File: src/rtl/disc_writer_pkg.sv
// Shared definitions for the disc write sequencer: FSM state encoding and
// the timing-byte format constants used to decode the source FIFO stream.
package disc_writer_pkg;

    // Sequencer states. ST_WAIT_IDX is reached only in index-synchronised builds.
    typedef enum logic [2:0] {
        ST_IDLE     = 3'd0,
        ST_WAIT_IDX = 3'd1,
        ST_PRIME    = 3'd2,
        ST_RUN      = 3'd3,
        ST_DONE     = 3'd4
    } state_t;

    // Byte format of the timing stream.
    localparam logic [7:0] TERMINATOR    = 8'h00;
    localparam int         EXT_FLAG      = 7;
    localparam int         EXT_INCREMENT = 128;

    // An extension byte adds a fixed increment and produces no pulse.
    function automatic logic is_ext_byte(input logic [7:0] b);
        return b[EXT_FLAG];
    endfunction

endpackage

File: src/rtl/disc_writer_idxsync.sv
// Index pulse synchroniser: two metastability flops, one history flop and a
// rising-edge detector. The single-clock pulse appears two clocks after the
// cycle in which index rises, so logic acting on it responds at the third edge.
module disc_writer_idxsync
    import disc_writer_pkg::*;
(
    input  logic clock,
    input  logic reset,
    input  logic index,
    output logic idx_pulse
);

    localparam int STAGES = 3;

    logic [STAGES-1:0] sync_q;
    logic [STAGES-1:0] sync_d;

    // Shift chain: stage 0 samples the raw input, later stages follow.
    generate
        for (genvar gi = 0; gi < STAGES; gi++) begin : g_stage
            if (gi == 0) begin : g_first
                always_comb sync_d[gi] = index;
            end else begin : g_rest
                always_comb sync_d[gi] = sync_q[gi-1];
            end
        end
    endgenerate

    // Synchroniser registers, cleared on reset.
    always_ff @(posedge clock) begin
        if (reset) begin
            sync_q <= '0;
        end else begin
            sync_q <= sync_d;
        end
    end

    // Rising edge of the synchronised index (stage 1 high, stage 2 still low).
    assign idx_pulse = sync_q[1] & ~sync_q[2];

endmodule

File: src/rtl/disc_writer.sv
// Disc write sequencer. Pops timing bytes from a FIFO, accumulates extension
// bytes, and emits write_data pulses spaced by the decoded intervals while
// write_gate is held. The next interval is prefetched during the current one.
// Build option: DISC_WRITER_INDEX_SYNC_EN -- wait for an index edge before
// writing and stop the write on the following index edge.
module disc_writer
    import disc_writer_pkg::*;
#(
    parameter int PULSE_WIDTH = 4,
    parameter int COUNT_WIDTH = 16
) (
    input  logic       clock,
    input  logic       reset,
    input  logic       start,
    input  logic       abort,
    input  logic       index,
    input  logic [7:0] fifo_data,
    input  logic       fifo_empty,
    output logic       fifo_rd,
    output logic       write_gate,
    output logic       write_data,
    output logic       busy,
    output logic       done,
    output logic       underflow
);

    localparam logic [4:0]             PW_LAST      = 5'(PULSE_WIDTH - 1);
    localparam logic [COUNT_WIDTH-1:0] MIN_INTERVAL = COUNT_WIDTH'(PULSE_WIDTH + 2);
    localparam logic [COUNT_WIDTH-1:0] CNT_MAX      = '1;

    state_t                  state_q, state_d;
    logic [COUNT_WIDTH-1:0]  acc_q, acc_d;
    logic [COUNT_WIDTH-1:0]  nxt_q, nxt_d;
    logic                    nxt_vld_q, nxt_vld_d;
    logic [COUNT_WIDTH-1:0]  elapsed_q, elapsed_d;
    logic                    rd_pend_q, rd_pend_d;
    logic                    term_q, term_d;
    logic                    underflow_q, underflow_d;
    logic                    write_gate_q, write_gate_d;
    logic                    write_data_q, write_data_d;
    logic [4:0]              pw_cnt_q, pw_cnt_d;

    logic                    active;
    logic                    byte_vld, byte_term, byte_ext, byte_time;
    logic                    need_byte, starve, fire, stop_req, idx_stop;
    logic                    start_ok, enter_prime;
    logic [7:0]              addend;
    logic [COUNT_WIDTH:0]    acc_sum;
    logic [COUNT_WIDTH-1:0]  acc_sat, interval;
    logic [COUNT_WIDTH:0]    elapsed_next;
    logic                    idx_pulse;

    disc_writer_idxsync u_idxsync (
        .clock     (clock),
        .reset     (reset),
        .index     (index),
        .idx_pulse (idx_pulse)
    );

`ifndef DISC_WRITER_INDEX_SYNC_EN
    // Index has no effect in this build.
    logic unused_idx_pulse;
    assign unused_idx_pulse = idx_pulse;
`endif

    // Decode the byte arriving from the FIFO and derive sequencing conditions.
    always_comb begin
        active       = (state_q == ST_PRIME) || (state_q == ST_RUN);
        byte_vld     = active && rd_pend_q;
        byte_term    = byte_vld && (fifo_data == TERMINATOR);
        byte_ext     = byte_vld && is_ext_byte(fifo_data);
        byte_time    = byte_vld && !byte_ext && !byte_term;
        need_byte    = active && !nxt_vld_q && !rd_pend_q && !term_q;
        starve       = need_byte && fifo_empty;
        elapsed_next = {1'b0, elapsed_q} + {{COUNT_WIDTH{1'b0}}, 1'b1};
        fire         = active && nxt_vld_q && !term_q && (elapsed_next >= {1'b0, nxt_q});
        stop_req     = term_q && !write_data_q;
        start_ok     = ((state_q == ST_IDLE) || (state_q == ST_DONE)) && start && !abort;
`ifdef DISC_WRITER_INDEX_SYNC_EN
        idx_stop     = (state_q == ST_RUN) && idx_pulse;
`else
        idx_stop     = 1'b0;
`endif
        // Saturating add of either the extension step or the timing count.
        addend   = byte_ext ? 8'(EXT_INCREMENT) : {1'b0, fifo_data[6:0]};
        acc_sum  = {1'b0, acc_q} + {{(COUNT_WIDTH-7){1'b0}}, addend};
        acc_sat  = acc_sum[COUNT_WIDTH] ? CNT_MAX : acc_sum[COUNT_WIDTH-1:0];
        interval = (acc_sat < MIN_INTERVAL) ? MIN_INTERVAL : acc_sat;
    end

    // Next-state logic; abort overrides every other transition.
    always_comb begin
        state_d = state_q;
        if (abort) begin
            state_d = ST_IDLE;
        end else begin
            case (state_q)
                ST_IDLE, ST_DONE: begin
                    if (start) begin
`ifdef DISC_WRITER_INDEX_SYNC_EN
                        state_d = ST_WAIT_IDX;
`else
                        state_d = ST_PRIME;
`endif
                    end
                end
`ifdef DISC_WRITER_INDEX_SYNC_EN
                ST_WAIT_IDX: begin
                    if (idx_pulse) begin
                        state_d = ST_PRIME;
                    end
                end
`endif
                ST_PRIME: begin
                    if (starve || stop_req) begin
                        state_d = ST_DONE;
                    end else if (byte_time) begin
                        state_d = ST_RUN;
                    end
                end
                ST_RUN: begin
                    if (starve || stop_req) begin
                        state_d = ST_DONE;
                    end
                end
                default: state_d = ST_IDLE;
            endcase
        end
    end

    // Outputs decoded from the current state and fetch condition.
    always_comb begin
        busy    = (state_q != ST_IDLE) && (state_q != ST_DONE);
        done    = (state_q == ST_DONE);
        fifo_rd = need_byte && !fifo_empty && !abort && !reset;
    end

    // Datapath next values: accumulator, prefetched interval, interval timer, pulse shaper.
    always_comb begin
        enter_prime  = (state_d == ST_PRIME) && (state_q != ST_PRIME);
        acc_d        = acc_q;
        nxt_d        = nxt_q;
        nxt_vld_d    = nxt_vld_q;
        elapsed_d    = elapsed_q;
        rd_pend_d    = fifo_rd;
        term_d       = term_q;
        underflow_d  = underflow_q;
        write_data_d = 1'b0;
        pw_cnt_d     = pw_cnt_q;

        if (start_ok) begin
            underflow_d = 1'b0;
        end

        if (enter_prime) begin
            // t0: the interval timer starts with the write gate.
            acc_d     = '0;
            nxt_vld_d = 1'b0;
            elapsed_d = '0;
            term_d    = 1'b0;
        end else if (active) begin
            elapsed_d = (elapsed_q == CNT_MAX) ? CNT_MAX : elapsed_next[COUNT_WIDTH-1:0];
            if (byte_ext) begin
                acc_d = acc_sat;
            end
            if (byte_time) begin
                nxt_d     = interval;
                nxt_vld_d = 1'b1;
                acc_d     = '0;
            end
            if (byte_term || idx_stop) begin
                term_d = 1'b1;
            end
            if (fire) begin
                nxt_vld_d = 1'b0;
                elapsed_d = '0;
            end
            if (starve) begin
                underflow_d = 1'b1;
            end
        end

        // Pulse shaper: hold write_data for PULSE_WIDTH clocks after each fire.
        if (write_data_q && (pw_cnt_q != 5'd0)) begin
            write_data_d = 1'b1;
            pw_cnt_d     = pw_cnt_q - 5'd1;
        end
        if (fire) begin
            write_data_d = 1'b1;
            pw_cnt_d     = PW_LAST;
        end

        // Drive signals are only ever high while a write is in progress.
        write_gate_d = (state_d == ST_PRIME) || (state_d == ST_RUN);
        if (!write_gate_d) begin
            write_data_d = 1'b0;
        end
    end

    // State register.
    always_ff @(posedge clock) begin
        if (reset) begin
            state_q <= ST_IDLE;
        end else begin
            state_q <= state_d;
        end
    end

    // Datapath and output registers.
    always_ff @(posedge clock) begin
        if (reset) begin
            acc_q        <= '0;
            nxt_q        <= '0;
            nxt_vld_q    <= 1'b0;
            elapsed_q    <= '0;
            rd_pend_q    <= 1'b0;
            term_q       <= 1'b0;
            underflow_q  <= 1'b0;
            write_gate_q <= 1'b0;
            write_data_q <= 1'b0;
            pw_cnt_q     <= '0;
        end else begin
            acc_q        <= acc_d;
            nxt_q        <= nxt_d;
            nxt_vld_q    <= nxt_vld_d;
            elapsed_q    <= elapsed_d;
            rd_pend_q    <= rd_pend_d;
            term_q       <= term_d;
            underflow_q  <= underflow_d;
            write_gate_q <= write_gate_d;
            write_data_q <= write_data_d;
            pw_cnt_q     <= pw_cnt_d;
        end
    end

    assign write_gate = write_gate_q;
    assign write_data = write_data_q;
    assign underflow  = underflow_q;

endmodule
File: config.mk
export PLATFORM = sky130hd
export DESIGN_NAME = disc_writer
export DESIGN_NICKNAME = d
export VERILOG_FILES = /design/src/rtl/disc_writer_pkg.sv /design/src/rtl/disc_writer_idxsync.sv /design/src/rtl/disc_writer.sv
export SDC_FILE = /design/constraint.sdc
export NUM_CORES = 1
export LEC_CHECK = 0
export CORE_MARGIN = 1
export CORE_UTILIZATION = 35
export CTS_CLUSTER_SIZE = 40
export DETAILED_ROUTE_END_ITERATION = 8
export PLACE_DENSITY = 0.6
export SLEW_MARGIN = 10
export SYNTH_ARGS = -nofsm -noshare
export SYNTH_HDL_FRONTEND = slang
export SYNTH_HIERARCHICAL = 1
export SYNTH_SLANG_ARGS = --single-unit
File: constraint.sdc
create_clock -name clock -period 9.5 [get_ports clock]
set_input_delay 1.9 -clock clock [delete_from_list [all_inputs] [get_ports clock]]
set_output_delay 1.9 -clock clock [all_outputs]
set_load 0.02 [all_outputs]
==> impl_results.md, run 1 <==
* H-tree levels at 3
* Slew @ Worst Pin at roughly 1.1 ns
* Hold Buf Count CTS at 0
* Buffers added on ports at 18
* Max-slew violations at 0
* GPL Wtd Cong at roughly 0.86
* I/O pins at 20
* Setup bufs post-CTS at 0
* Prevailing post-synth register cell: dfxtp_1
* RSZ-0062 raised after global routing: no
* Total number of vias at about 3,400
* Max Fanout on Critical Path at 23
* Fill count at about 1,100
* Startpoint Class: primary input
* Vias in the first global route at 3,183
* Sink count of the clock tree at 62
* Post-DP HPWL at roughly 6.6 mm
* Synthesis-to-finish area growth at 13.2%
* ANT cells at 0
* GRT Util Overall at 17.1%
* Clock Path Buffers at 2
* First drt pass iteration count at 4
* Final WL at around 9.0 mm
* Multi-input logic area at about 2400 um^2
* FP Rows at 37
* Routed Antenna Nets at 0
* Worst Path Required at between 7 and 8 ns
* Finished Layout Cells at approximately 620
* Initial antenna violation count at 0
* Period minus WS final at 5.73 ns
* Largest area contributor in the netlist: dfxtp_1
* Max_slew headroom at roughly a quarter
* Placed cells at a little over 600
* Cts bufs inserted at 9
* Lkg Pwr at between 1.5 and 2 nW
* Worst hold path type: reg2reg
* Worst Skew at about 0.008 ns
* Outcome: finished clean
* Cells after synthesis at about 470
* Die Y at 106 um
* Part of the cycle the worst path needs at 60.3%
* Worst vdd ir at 69.5 uV
* GR Overflow Total at 0
* Synth cell types at a little under 70
* Sequential area share after synthesis at roughly 33%
* Pin count of the biggest net entering global routing at 24
* Post-synth net total at 512
* Synth top area cells: dfxtp_1, ha_1, nor2_1
* Area of the mapped netlist at 3820 um^2
* Final setup violation count at 0
* Avg Inst Size Synth at between 8 and 9 um^2
* Placeable Area at approximately 10,000 um^2
* Critical path capture point type: output port
* CTS root buf: clkbuf_8
* Worst EP arrival at 3.83 ns
* Yosys Warn Count at 6
* Starting Density at 36.5%
* Share of the synthesized area in the top cell type at between 30% and 40%
* Final Hold Violating Endpoints at 0
* DIE AREA at about 11,000 um^2
* Setup TNS at 0 ns
* Max Fclk at about 0.17 GHz
* Die width at between 100 and 150 um
* DR vias/cell at around 5.4
* Worst-path clk slew at 0.06 ns
* Post-route DRC at 0
* Asr flop ratio synth at 0%
* Final nets at 525
* Count leader, synth: dfxtp_1
* EDFF count, synth at 0
* Maxcap violations at 0
* Power per cell area at 129 nW/um^2
* # resized after CTS at 0
* Global-route wire length before repair at roughly 15 mm
* Share of layout cells above drive strength 1 at ~8.4%
* Synth top cells by count: dfxtp_1, nor2_1, nand2_1
* Flop and latch count out of synthesis at 62
* Routed WL per cell at approximately 14 um
* CTS tree: built
* First DRT Iteration DRCs at about 140
* Clk Latency, worst-skew pair at approximately 0.35 ns
* Storage element area at about 1200 um^2
* Kind of critical path: in2out
power by group:
| part | total [mW] | leakage, nW | switching (mW) | internal, mW |
|---|---|---|---|---|
| registers | 0.261 | 0.500 | 0.000675 | 0.261 |
| logic | 0.0307 | 1.01 | 0.0185 | 0.0122 |
| clock network | 0.264 | 0.115 | 0.104 | 0.160 |
| total | 0.556 | 1.62 | 0.123 | 0.433 |
metal layers:
layer	GRT usage [%]	wire length, um
met1	23.3	4540
met2	26.9	4000
met3	2.08	237
met4	7.63	186
met5	0	0
worst paths after layout:
check              end  slack [ns]  cells after the start  startpoint
max reg2reg   nxt_q[1]        5.36                     11  state_q[1]
min reg2reg  underflow        0.46                      2   underflow
max            fifo_rd        3.77                      3       reset
min          underflow        0.46                      2   underflow
sequential cells by signal, indices dropped and copies added (netlist names):
register	flops
state_q	3
write_gate	1
rd_pend_q	1
acc_q	16
underflow	1
elapsed_q	16
nxt_vld_q	1
pw_cnt_q	5
write_data	1
nxt_q	16
term_q	1
final cells by class:
type | count | share of cell area [%]
Clock buffer | 11 | 3.50
Clock inverter | 4 | 1.62
Inverter | 28 | 2.43
Multi-Input combinational cell | 362 | 55.1
Sequential cell | 62 | 28.7
Tap cell | 136 | 3.94
Timing Repair Buffer | 21 | 4.69
worst max-delay path, stage by stage:
cell and delay (ns):
clkdlybuf4s50_1 0.84, nor4b_1 0.42, clkdlybuf4s50_1 0.67
layout by cell type (no fill, tap or decap), types with 11 or more instances in the layout:
| cell type | instances |
|---|---|
| o21ai_0 | 17 |
| nor3_1 | 21 |
| clkdlybuf4s50_1 | 18 |
| nand3_1 | 15 |
| clkbuf_8 | 11 |
| inv_1 | 28 |
| nor2_1 | 55 |
| a21oi_1 | 30 |
| nand2_1 | 38 |
| a21o_1 | 11 |
| xor2_1 | 15 |
| ha_1 | 26 |
| dfxtp_1 | 62 |
kinds of logic (layout without fill, tap and decap cells):
family / count (synthesis) / in the layout / synth area share (%)
compound gates: 121 / 121 / 21.2
fa+ha+maj: 27 / 27 / 9.05
mux: 4 / 4 / 1.64
simple gates: 185 / 185 / 24.7
buf+inv: 47 / 64 / 5.18
xor+xnor: 25 / 25 / 5.74
flops: 62 / 62 / 32.5
metrics by stage:
stage / instance area (um^2) / setup slack [ns] / hold slack, ns / power, mW / util (%)
4_1_cts: 4320 / 3.75 / 0.460 / 0.563 / 41.3
6_report: 4320 / 3.77 / 0.455 / 0.556 / 41.3
5_1_grt: 4320 / 3.57 / 0.478 / 0.578 / 41.3
2_1_floorplan: 3820 / 4.76 / 0.430 / 0.285 / -
3_3_place_gp: 4100 / 3.49 / 0.436 / 0.298 / 39.2
3_5_place_dp: 4100 / 3.45 / 0.444 / 0.298 / 39.2
(Power assumes the default switching activity.)
==> run 2, diff against run 1 <==
==> constraint.sdc (replaced) <==
create_clock -name clock -period 5.6 [get_ports clock]
set_input_delay 1.12 -clock clock [delete_from_list [all_inputs] [get_ports clock]]
set_output_delay 1.12 -clock clock [all_outputs]
set_load 0.02 [all_outputs]
==> run 2 against run 1 <==
Compared with the run above:
- die area is the same
- via count grew 0.44%
- clock-buffer cell count grew 1
- global-route usage grew 0.14 points
- power grew 50%
- utilization shrank 0.35 points
- clock skew grew 0.0027 ns
- combinational power grew 73%
- sequential cell count is the same
- non-clock buffer count grew 4
- clock power grew 28%
- critical endpoint is now nxt_q[0]
- largest cell class unchanged
==> impl_results.md, run 2 (synthesized netlist as in run 1, its figures left out) <==
* Vias in the first global route at 3,262 (+2.5%)
* Hold Buf Count CTS at 0 (unchanged)
* Clock Path Buffers at 2 (unchanged)
* Clk Latency, worst-skew pair at 0.34 ns (about the same)
* Worst EP arrival at 4.79 ns (+0.96 ns)
* Slew @ Worst Pin at 0.982 ns (-0.150 ns)
* Initial antenna violation count at 0 (unchanged)
* Pin count of the biggest net entering global routing at 24 (unchanged)
* CTS root buf: clkbuf_8
* Period minus WS final at between 4 and 5 ns
* Die Y at 106 um (unchanged)
* DIE AREA at 11,300 um^2 (unchanged)
* Worst vdd ir at 150 uV (+120%)
* Synthesis-to-finish area growth at 12.3%
* Finished Cell Area at 4290 um^2 (-0.84%)
* Final nets at 529 (+0.76%)
* FP Rows at 37 (unchanged)
* GR Overflow Total at 0 (unchanged)
* Buffers added on ports at 18 (unchanged)
* I/O pins at 20 (unchanged)
* First drt pass iteration count at 4 (unchanged)
* Post-route DRC at 0 (unchanged)
* Kind of critical path: in2reg
* Commonest cells after routing, fill and taps aside: dfxtp_1, nor2_1, nand2_1
* Max-slew violations at 0 (unchanged)
* Die width at 106 um (unchanged)
* Final setup violation count at 0 (unchanged)
* Final WL at 9.10 mm (+1.5%)
* Worst Path Required at 5.83 ns (-1.77 ns)
* Commonest non-fill, non-tap cell in the layout: dfxtp_1
* Cts bufs inserted at 9 (unchanged)
* Critical path capture point type: flip-flop
* # resized after CTS at 0 (unchanged)
* Setup TNS at 0 ns (unchanged)
* First DRT Iteration DRCs at 146 (+2.1%)
* Max Fanout on Critical Path at 10 (-57%)
* Routed WL per cell at 14.5 um (+0.97%)
* GPL Wtd Cong at 0.871 (+1.8%)
* Global-route wire length before repair at 15.6 mm (+1.6%)
* Final Hold Violating Endpoints at 0 (unchanged)
* Worst hold path type: reg2reg
* Worst Skew at 0.0105 ns (+0.00271 ns)
* CTS tree: built
* H-tree levels at 3 (unchanged)
* Share of layout cells above drive strength 1 at 8.55% (+0.15 points)
* Total number of vias at 3,404 (+0.44%)
* Dpl cell area at 4130 um^2 (+0.73%)
* Lkg Pwr at 1.61 nW (-0.82%)
* RSZ-0062 raised after global routing: no
* Sink count of the clock tree at 62 (unchanged)
* Startpoint Class: primary input
* Placeable Area at 10,500 um^2 (unchanged)
* GRT Util Overall at 17.2% (+0.14 points)
* Routed Antenna Nets at 0 (unchanged)
* Fin util at 41.0% (-0.35 points)
* Fill count at 1,132 (+4.0%)
* Post-DP HPWL at 6.63 mm (+0.67%)
* ANT cells at 0 (unchanged)
* DR vias/cell at 5.43 (about the same)
* Power per cell area at 195 nW/um^2 (+51%)
* Maxcap violations at 0 (unchanged)
* Outcome: finished clean
* Top Registers: acc_q (16), elapsed_q (16), nxt_q (16)
* Starting Density at 36.5% (unchanged)
* Max_slew headroom at 34.5% (+11 points)
* Setup bufs post-CTS at 0 (unchanged)
* Part of the cycle the worst path needs at roughly four fifths
* Worst-path clk slew at 0.06 ns (about the same)
* Max Fclk at between 0.2 and 0.25 GHz
run 2: cell types whose count changed in the layout (fill, tap and decap cells not counted):
cell | previous run | this run
clkbuf_1 | 0 | 2
clkbuf_8 | 11 | 10
buf_4 | 3 | 7
bufinv_16 | 2 | 0
run 2: layout make-up:
class	instances	area (um^2)	share of cell area (%)
well taps	136	170	3.97
clock inverters	2	10.0	0.234
multi-input cells	362	2380	55.6
clock buffers	12	145	3.39
repair buffers	25	233	5.43
inverters	28	105	2.45
flip-flops and latches	62	1240	29.0
run 2: layer usage:
layer | vias up | global-route usage, % | wire length [um]
met2 | 65 | 26.9 | 4020
met1 | 1603 | 23.8 | 4650
met3 | 9 | 2.64 | 279
met5 | - | 0 | 0
li1 | 1727 | - | -
met4 | 0 | 6.36 | 143
run 2: worst paths after layout:
check                                   from         to  slack [ns]  cells past startpoint
worst max-delay path            fifo_data[7]   nxt_q[0]        1.03                     12
worst min register to register     underflow  underflow        0.45                      2
worst max register to register    state_q[1]   nxt_q[0]        1.84                     12
worst min-delay path               underflow  underflow        0.45                      2
run 2: critical path, cell delays in order:
cell and delay [ns]:
clkdlybuf4s50_1 0.55, nand3_1 0.31, and2_1 0.28, ha_1 0.21, fa_1 0.45, a211oi_2 0.30, o211a_2 0.36, o31ai_1 0.14
mux2_8 0.32, nor4b_2 0.29, nand4bb_1 0.21, a32o_1 0.24
run 2: report_power, final:
group          leakage, nW  internal [mW]  switching [mW]
logic                 1.03         0.0213          0.0318
registers            0.500          0.442         0.00114
clock network       0.0821          0.167           0.170
total                 1.61          0.630           0.203
run 2: per-stage QoR:
step	std cells	hold WS, ns	power (mW)	setup slack [ns]
detailed placement	613	0.442	0.506	0.715
global placement	613	0.436	0.506	0.766
floorplan	471	0.430	0.484	1.64
global route	627	0.479	0.869	0.900
finish	627	0.452	0.834	1.03
CTS	627	0.454	0.844	1.07
==> run 3, diff against run 2 <==
==> constraint.sdc (replaced) <==
create_clock -name clock -period 4.6 [get_ports clock]
set_input_delay 0.92 -clock clock [delete_from_list [all_inputs] [get_ports clock]]
set_output_delay 0.92 -clock clock [all_outputs]
set_load 0.02 [all_outputs]
==> run 3 against run 2 <==
Compared with the run above:
- cell area rose by 2.2%
- sequential power rose by 22%
- worst hold slack got worse by 0.0021 ns
- final cell count rose by 0.80%
- register-to-register slack got worse by 0.98 ns
- highest routed layer unchanged
- critical path type unchanged
- clock-buffer cell count fell by 1
==> impl_results.md, run 3 (synthesized netlist as in run 1, its figures left out) <==
* # resized after CTS at 0 (unchanged)
* Post-route DRC at 0 (unchanged)
* Kind of critical path: in2reg
* ANT cells at 0 (unchanged)
* Post-route setup slack at 0.583 ns (-0.451 ns)
* First DRT Iteration DRCs at 152 (+4.1%)
* Routed WL per cell at 14.3 um (-1.5%)
* Die Y at 106 um (unchanged)
* Final WL at 9.04 mm (-0.67%)
* Worst vdd ir at 146 uV (-2.1%)
* Setup TNS at 0 ns (unchanged)
* Part of the cycle the worst path needs at 87.3%
* Fill count at 1,119 (-1.1%)
* Min Hold Slack at 0.450 ns (-0.00211 ns)
* Maxcap violations at 0 (unchanged)
* Slew @ Worst Pin at 1.14 ns (+0.153 ns)
* GRT Util Overall at 16.5% (-0.69 points)
* Storage element area at 1240 um^2 (unchanged)
* Power per cell area at 263 nW/um^2 (+35%)
* Worst hold path type: reg2reg
* DR vias/cell at 5.40 (-0.59%)
* Share of layout cells above drive strength 1 at 9.88% (+1.3 points)
* Global-route wire length before repair at 15.0 mm (-4.2%)
* Worst EP arrival at 4.25 ns (-0.54 ns)
* Worst reg2reg path depth at 13 (+1)
* Sink count of the clock tree at 62 (unchanged)
* DIE AREA at 11,300 um^2 (unchanged)
* Multi-input logic area at 2380 um^2 (unchanged)
* FP Rows at 37 (unchanged)
* GR Overflow Total at 0 (unchanged)
* Lkg Pwr at 1.66 nW (+3.0%)
* Initial antenna violation count at 0 (unchanged)
* Starting Density at 36.5% (unchanged)
* Routed Antenna Nets at 0 (unchanged)
* Die width at 106 um (unchanged)
* Top Registers: acc_q (16), elapsed_q (16), nxt_q (16)
* Cts bufs inserted at 9 (unchanged)
* Commonest cells after routing, fill and taps aside: dfxtp_1, nor2_1, nand2_1
* Setup bufs post-CTS at 0 (unchanged)
* Placeable Area at 10,500 um^2 (unchanged)
* Worst Skew at 0.00945 ns (-0.00103 ns)
* Clock Path Buffers at 2 (unchanged)
* Dpl cell area at 4160 um^2 (+0.73%)
* Max_slew headroom at 24.1% (-10 points)
* Total number of vias at 3,411 (+0.21%)
* Max Fanout on Critical Path at 8 (-2)
* GPL Wtd Cong at 0.850 (-2.5%)
* Finished Cell Area at 4380 um^2 (+2.2%)
* Hold Buf Count CTS at 0 (unchanged)
* Final setup violation count at 0 (unchanged)
* Synthesis-to-finish area growth at 14.8%
* Worst Path Required at 4.83 ns (-1.00 ns)
* Worst-path clk slew at 0.07 ns (about the same)
* First drt pass iteration count at 4 (unchanged)
* RSZ-0062 raised after global routing: no
* Final nets at 533 (+0.76%)
* Buffers added on ports at 18 (unchanged)
* Outcome: finished clean
* Period minus WS final at around 4 ns
* Total Power at 1.15 mW (+38%)
* Vias in the first global route at 3,130 (-4.0%)
* Final Hold Violating Endpoints at 0 (unchanged)
* Max Fclk at between 0.2 and 0.25 GHz
* Startpoint Class: primary input
* CTS root buf: clkbuf_8
* Clk Latency, worst-skew pair at 0.34 ns (about the same)
* Max-slew violations at 0 (unchanged)
* Post-DP HPWL at 6.65 mm (+0.35%)
* I/O pins at 20 (unchanged)
* H-tree levels at 3 (unchanged)
* Post-place setup slack at 0.235 ns (-0.479 ns)
* CTS tree: built
* Critical path capture point type: flip-flop
* Pin count of the biggest net entering global routing at 24 (unchanged)
* Commonest non-fill, non-tap cell in the layout: dfxtp_1
* Hold Path Cell Cnt at 2 (unchanged)
## run 3: cell types whose count changed in the layout (fill, tap and decap cells not counted)
cell / previous run / this run
buf_4: 7 / 11
bufinv_16: 0 / 2
clkbuf_1: 2 / 0
clkbuf_8: 10 / 11
## run 3: routing by layer
layer | routed length (um) | share of wire, % | track usage (%) | up-vias
li1 | - | - | - | 1739
met1 | 4670 | 52 | 23.2 | 1597
met2 | 3900 | 43 | 25.7 | 64
met3 | 337 | 3.7 | 2.02 | 11
met4 | 128 | 1.4 | 6.16 | 0
met5 | 0 | 0 | 0 | -
## run 3: power breakdown
| part | leakage (nW) | total (mW) | internal (mW) | switching, mW |
|---|---|---|---|---|
| registers | 0.500 | 0.540 | 0.538 | 0.00143 |
| logic | 1.04 | 0.0648 | 0.0259 | 0.0389 |
| clock network | 0.115 | 0.547 | 0.330 | 0.217 |
| total | 1.66 | 1.15 | 0.894 | 0.258 |
## run 3: final cells by class
class	instances	share of cell area (%)
multi-input combinational	362	54.4
clock inverter	4	1.60
tap	136	3.88
timing repair buffer	29	5.99
inverter	28	2.40
sequential	62	28.3
clock buffer	11	3.45
## run 3: per-stage QoR
| step | cells | util (%) |
|---|---|---|
| final | 632 | 41.9 |
| after global routing | 632 | 41.9 |
| after CTS | 632 | 41.9 |
| after detailed placement | 617 | 39.8 |
| after global placement | 617 | 39.8 |
| after floorplan | 471 | - |
## run 3: worst paths after layout
check / start / to / slack, ns
worst max-delay path: fifo_data[7] / nxt_q[0] / 0.58
worst min-delay path: underflow / underflow / 0.45
worst max register to register: elapsed_q[0] / elapsed_q[1] / 0.86
worst min register to register: underflow / underflow / 0.45
## run 3: worst max-delay path, cell delays in order
cell	delay, ns
clkdlybuf4s50_1	0.54
nand3_1	0.15
buf_4	0.19
and2_1	0.15
ha_1	0.35
o211ai_1	0.34
nor3_2	0.11
o21ai_1	0.31
mux2_8	0.42
nor4b_2	0.29
nand4bb_1	0.22
a32o_1	0.25
